### config.mk
export PLATFORM = sky130hd
export DESIGN_NAME = pc_predict_unit
export DESIGN_NICKNAME = d
export VERILOG_FILES = /design/src/rtl/cpu_pkg.sv /design/src/rtl/btb_dm.sv /design/src/rtl/pc_predict_unit.sv
export SDC_FILE = /design/constraint.sdc
export NUM_CORES = 2
export LEC_CHECK = 0
export ABC_AREA = 1
export CAP_MARGIN = 5
export CORE_UTILIZATION = 45
export DETAILED_ROUTE_END_ITERATION = 10
export SLEW_MARGIN = 20
export SYNTH_ARGS = -nofsm -noshare
export SYNTH_HDL_FRONTEND = slang
export SYNTH_SLANG_ARGS = --single-unit
### constraint.sdc
create_clock -name clk_i -period 4.53 [get_ports clk_i]
set_clock_uncertainty 0.15 [all_clocks]
set_input_delay 1.359 -clock clk_i [delete_from_list [all_inputs] [get_ports clk_i]]
set_output_delay 1.359 -clock clk_i [all_outputs]
set_load 0.05 [all_outputs]
### src/rtl/cpu_pkg.sv
// rtl/cpu_pkg.sv - shared fetch-unit constants, counter encodings and BTB entry type
package cpu_pkg;

   localparam int WIDTH_DEF  = 32;
   localparam int INSTR_STEP = 4;

   typedef enum logic [1:0] {
      CTR_SNT = 2'd0,
      CTR_WNT = 2'd1,
      CTR_WT  = 2'd2,
      CTR_ST  = 2'd3
   } ctr_e;

   // Tag and target widths follow the module parameter, so they live beside this in btb_dm.
   typedef struct packed {
      logic valid;
      ctr_e ctr;
   } btb_meta_t;

   function automatic ctr_e ctr_train(ctr_e c, logic taken);
      unique case (c)
         CTR_SNT: return taken ? CTR_WNT : CTR_SNT;
         CTR_WNT: return taken ? CTR_WT  : CTR_SNT;
         CTR_WT:  return taken ? CTR_ST  : CTR_WNT;
         CTR_ST:  return taken ? CTR_ST  : CTR_WT;
         default: return c;
      endcase
   endfunction

endpackage

### src/rtl/btb_dm.sv
// rtl/btb_dm.sv - direct-mapped branch target buffer with 2-bit saturating counters
module btb_dm
   import cpu_pkg::*;
#(
   parameter int WIDTH = WIDTH_DEF,
   parameter int DEPTH = 16
) (
   input  logic             clk_i,
   input  logic             rst_i,
   input  logic             en_i,
   input  logic [WIDTH-1:0] lkp_pc_i,
   output logic             pred_taken_o,
   output logic [WIDTH-1:0] pred_target_o,
   input  logic             upd_valid_i,
   input  logic [WIDTH-1:0] upd_pc_i,
   input  logic [WIDTH-1:0] upd_target_i,
   input  logic             upd_taken_i
);

   localparam int IDX_W = $clog2(DEPTH);
   localparam int TAG_W = WIDTH - IDX_W - 2;

   btb_meta_t        meta_q [DEPTH];
   logic [TAG_W-1:0] tag_q  [DEPTH];
   logic [WIDTH-1:0] tgt_q  [DEPTH];

   logic [IDX_W-1:0] lkp_idx, upd_idx;
   logic [TAG_W-1:0] lkp_tag, upd_tag;
   logic             lkp_hit, upd_hit, upd_we;
   btb_meta_t        meta_d;
   logic [TAG_W-1:0] tag_d;
   logic [WIDTH-1:0] tgt_d;
   logic             unused_pc_lsbs;

   assign lkp_idx = lkp_pc_i[IDX_W+1:2];
   assign lkp_tag = lkp_pc_i[WIDTH-1:IDX_W+2];
   assign upd_idx = upd_pc_i[IDX_W+1:2];
   assign upd_tag = upd_pc_i[WIDTH-1:IDX_W+2];
   assign unused_pc_lsbs = ^{lkp_pc_i[1:0], upd_pc_i[1:0]};

   // Reads see the registered array, so a same-cycle update is not yet visible.
   assign lkp_hit       = meta_q[lkp_idx].valid && (tag_q[lkp_idx] == lkp_tag);
   assign pred_taken_o  = lkp_hit && meta_q[lkp_idx].ctr[1];
   assign pred_target_o = pred_taken_o ? tgt_q[lkp_idx] : '0;

   assign upd_hit = meta_q[upd_idx].valid && (tag_q[upd_idx] == upd_tag);

   always_comb begin
      upd_we = 1'b0;
      meta_d = meta_q[upd_idx];
      tag_d  = tag_q[upd_idx];
      tgt_d  = tgt_q[upd_idx];
      if (en_i && upd_valid_i) begin
         if (upd_hit) begin
            upd_we     = 1'b1;
            meta_d.ctr = ctr_train(meta_q[upd_idx].ctr, upd_taken_i);
            if (upd_taken_i) tgt_d = upd_target_i;
         end else if (upd_taken_i) begin
            upd_we = 1'b1;
            meta_d = '{valid: 1'b1, ctr: CTR_WT};
            tag_d  = upd_tag;
            tgt_d  = upd_target_i;
         end
      end
   end

   always_ff @(posedge clk_i or negedge rst_i) begin
      if (!rst_i) begin
         for (int i = 0; i < DEPTH; i++) begin
            meta_q[i] <= '{valid: 1'b0, ctr: CTR_SNT};
            tag_q[i]  <= '0;
            tgt_q[i]  <= '0;
         end
      end else if (upd_we) begin
         meta_q[upd_idx] <= meta_d;
         tag_q[upd_idx]  <= tag_d;
         tgt_q[upd_idx]  <= tgt_d;
      end
   end

endmodule

### src/rtl/pc_predict_unit.sv
// rtl/pc_predict_unit.sv - fetch PC register with redirect, stall and BTB-predicted next PC
module pc_predict_unit
   import cpu_pkg::*;
#(
   parameter int               WIDTH    = WIDTH_DEF,
   parameter int               DEPTH    = 16,
   parameter logic [WIDTH-1:0] RESET_PC = '0
) (
   input  logic             clk_i,
   input  logic             rst_i,
   input  logic             start_i,
   input  logic             stall_i,
   input  logic             redirect_i,
   input  logic [WIDTH-1:0] redirect_pc_i,
   input  logic             upd_valid_i,
   input  logic [WIDTH-1:0] upd_pc_i,
   input  logic [WIDTH-1:0] upd_target_i,
   input  logic             upd_taken_i,
   output logic [WIDTH-1:0] pc_o,
   output logic             pred_taken_o,
   output logic [WIDTH-1:0] pred_target_o
);

   logic [WIDTH-1:0] pc_q, pc_d;

   btb_dm #(.WIDTH(WIDTH), .DEPTH(DEPTH)) u_btb (
      .clk_i        (clk_i),
      .rst_i        (rst_i),
      .en_i         (start_i),
      .lkp_pc_i     (pc_q),
      .pred_taken_o (pred_taken_o),
      .pred_target_o(pred_target_o),
      .upd_valid_i  (upd_valid_i),
      .upd_pc_i     (upd_pc_i),
      .upd_target_i (upd_target_i),
      .upd_taken_i  (upd_taken_i)
   );

   // Redirect outranks stall: an EX correction must land even while IF is frozen.
   always_comb begin
      pc_d = pc_q;
      if (start_i) begin
         if (redirect_i)        pc_d = redirect_pc_i;
         else if (stall_i)      pc_d = pc_q;
         else if (pred_taken_o) pc_d = pred_target_o;
         else                   pc_d = pc_q + WIDTH'(INSTR_STEP);
      end
   end

   always_ff @(posedge clk_i or negedge rst_i) begin
      if (!rst_i) pc_q <= RESET_PC;
      else        pc_q <= pc_d;
   end

   assign pc_o = pc_q;

endmodule

==> flow_summary_export.csv <==
group,metric,value,unit
sta,relSlewSlack,34.4,%
sta,tightestPinTransition,0.984,ns
die,core-area,0.128,mm²
sta,layout_min_cycle_time,5.44,ns
layout,finalNetCount,8936,
die,initial_utilization,45.5,%
die,io_pins,168,
grt,antenna_found_initial,7,
clock_tree,cts_tree,"built",
synth,synthTopCellsByCount,"nand2_1, dfrtp_1, o21ai_0, nor2_1, clkbuf_1",
critical_path,reg2reg_setup_slack,-0.91,ns
power,ir_worst_vdd,308,µV
clock_tree,cts_buffers,113,
die,die_y,362,µm
synth,synth_fp_nets,8570,
critical_path,path_common_cell,"buf_4",
clock_tree,cts_max_level,3,
power,power.switching,8930,µW
layout,design_area,0.0723,mm²
synth,ys_warn_count,0,
synth,synth_area,0.0582,mm²
synth,synth_ff_type,"dfrtp_1",
placement,hpwl,155000,µm
synth,synth_edf_count,0,
sta,finalSetupTns,-54.23,ns
drt,drt_iter0_drc,8040,
placement,placed_cell_area,0.0664,mm²
drt,viasPerCell,5.76,
synth,yosysTopAreaCell,"dfrtp_1",
power,powerDensity,365,mW/mm²
sta,drv_slew,0,
layout,multi_input_area,0.0293,mm²
clock_tree,clkTransAtPathRegs,0.06,ns
synth,synth_seq_cells,1008,
drt,drt_pass1_iterations,9,
critical_path,r2r_cells,42,
layout,fill_cells,12200,
critical_path,worstPathMaxFanout,8,
grt,grt.overflow.total,0,
die,die_w,362,µm
run_status,failed_checks,"negative setup slack",
sta,setup_viol,65,
min_path,holdPathStages,2,
synth,synth_cells,8466,
clock_tree,holdBufCountCts,0,
critical_path,setup.worst_path.end_class,"flop",
power,pwr-share-seq,37.3,%
synth,netlist.area_leader.share,43.3,%
power,p_clk_share,37.4,%
critical_path,criticalPathCategory,"reg2reg",
grt,grt_pass1_wl,370000,µm
grt,track_usage,37.5,%
sta,timing.hold.ws,0.319,ns
power,p_sw_share,33.9,%
critical_path,critPathLaunchType,"flop",
drt,routed_wl,251000,µm
critical_path,slowest_stage,"dfrtp_4",
min_path,hp-start,"u_btb.meta_q[2]$_DFFE_PN0P_",
synth,syn_avg_cell_area,6.88,µm²
power,leakagePower,0.0354,µW
die,die_area,0.131,mm²
flow_run,max_cap_viol_count,0,
drt,drc_errors,0,
run_status,outcome,"finished, violations left",
synth,synthArstFlopShare,100,%
clock_tree,cts.sinks,1008,
synth,synth-seq-area-share,43.3,%
grt,first_global_vias,58100,
critical_path,r2r-end,"pc_o[4]$_DFFE_PN0P_",
placement,portBuffers,165,
clock_tree,clock_tree.buffer_depth,3,
placement,gp_congestion,0.956,
sta,setup_ws,-0.909,ns
sta,max_clock_freq,184,MHz
clock_tree,clk_latency,0.81,ns
critical_path,crit_path_max_incr_delay,0.47,ns
power,p_int,17400,µW
synth,synth_area_leaders,"dfrtp_1, nand2_1, o21ai_0, nor2_1, a22oi_1",
critical_path,critPathRequiredTime,5.07,ns
critical_path,reg2reg_from,"pc_o[2]$_DFFE_PN0P_",
critical_path,worstPathBufferInverterCount,27,
synth,ys_types,44,
layout,regArea,0.0252,mm²
sta,period_share,120,%
layout,drive_gt1_share,13.5,%
sta,rsz0062_at_grt,"yes",
sta,hold_viol_final,0,
clock_tree,cts_root_buffer,"clkbuf_16",
power,comb_power_share,25.4,%
grt,grt_max_degree,135,
drt,vias,61500,
drt,wl_per_cell,23.5,µm
synth,yosysMostFrequentCell,"nand2_1",
critical_path,crit_arrival,5.98,ns
critical_path,critPathTopFamily,"buffers and inverters",
placement,place_worst_setup_slack,-0.613,ns
die,rows,131,
min_path,holdCritPathClass,"reg2reg",
layout,area_growth,24.1,%
min_path,holdPathEnd,"u_btb.meta_q[2]$_DFFE_PN0P_",
drt,ant_nets,0,
[power by group through the flow]
stage | sequential, µW | combinational (µW) | clock (µW)
after floorplan | 10000 | 2920 | 0
after global routing | 9860 | 7100 | 10300
after global placement | 9950 | 5860 | 0
after CTS | 9800 | 6310 | 9950
after detailed placement | 9960 | 5920 | 0
final | 9820 | 6680 | 9850
[routing by layer]
| layer | routed length [µm] | vias up | track usage, % |
|---|---|---|---|
| met5 | 43 | - | 0 |
| met4 | 18000 | 8 | 24.8 |
| met3 | 25500 | 802 | 7.44 |
| met2 | 111000 | 3495 | 57.7 |
| met1 | 96200 | 29100 | 48.1 |
| li1 | - | 28000 | - |
[registers in the layout (all words and copies together), names as in the netlist]
| name | count |
|---|---|
| u_btb.meta_q | 48 |
| pc_o | 32 |
| u_btb.tag_q | 416 |
| u_btb.tgt_q | 512 |
[cell usage in the layout, fill, tap and decap left out, drive strengths merged, types with 141 or more instances in the layout]
cell type	count
nand3	275
o21ai	1030
a21oi	141
clkbuf	163
buf	744
a22oi	266
nand2	3875
nor2	547
inv	357
dfrtp	1008
[per-stage QoR]
| stage | total power (µW) | util (%) | instances |
|---|---|---|---|
| final | 26400 | 56.5 | 10700 |
| after global routing | 27300 | 56.5 | 10700 |
| after CTS | 26100 | 55.8 | 10600 |
| after detailed placement | 15900 | 51.9 | 10400 |
| after global placement | 15800 | 51.9 | 10400 |
| after floorplan | 12900 | - | 8466 |
[worst min-delay path: cells and delay by family, from the launching register on]
family,cells,cell delay (ns)
flip-flops,1,0.32
AND/OR/NAND/NOR,1,0.06
buffers and inverters,1,0.05
[layout make-up]
type | instances | area share (%)
clock inverter | 61 | 1.08
tap | 1729 | 2.99
timing repair buffer | 880 | 13.9
clock buffer | 155 | 4.42
timing repair inverter | 5 | 0.119
antenna | 4 | 0.0139
multi-input combinational | 6466 | 40.6
inverter | 358 | 1.98
sequential | 1008 | 34.9
[what timing repair did]
item	in CTS	in global routing
gates resized for setup	151	166
cloned	11	10
hold endpoints to repair	0	0
pin swaps	24	76
buffers inserted	53	11
endpoints found under the setup margin	33	308
[cell families (layout without fill, tap and decap cells)]
group | count (synthesis) | in the layout | synth area share [%]
adder cells (fa/ha/maj) | 1 | 1 | 0.0215
buffers and inverters | 992 | 1459 | 7.79
AO/OA/AOI/OAI | 1669 | 1669 | 16.7
other | 0 | 4 | 0
XOR/XNOR | 29 | 29 | 0.436
AND/OR/NAND/NOR | 4767 | 4767 | 31.7
flip-flops | 1008 | 1008 | 43.3
[how the worst max path moves through the flow]
| stage | from | to | slack [ns] | cells after the start |
|---|---|---|---|---|
| after floorplan | pc_o[2]$_DFFE_PN0P_ | pred_target_o[2] | 0.04 | 18 |
| after global placement | upd_pc_i[5] | u_btb.tag_q[67]$_DFFE_PN0P_ | -0.55 | 20 |
| after detailed placement | upd_pc_i[4] | u_btb.tag_q[63]$_DFFE_PN0P_ | -0.61 | 21 |
| after CTS | pc_o[2]$_DFFE_PN0P_ | pred_target_o[5] | -0.86 | 19 |
| after global routing | pc_o[2]$_DFFE_PN0P_ | pred_target_o[3] | -1.04 | 18 |
| final | pc_o[2]$_DFFE_PN0P_ | pc_o[4]$_DFFE_PN0P_ | -0.91 | 42 |
No activity file was read; power rests on OpenSTA's default activity.
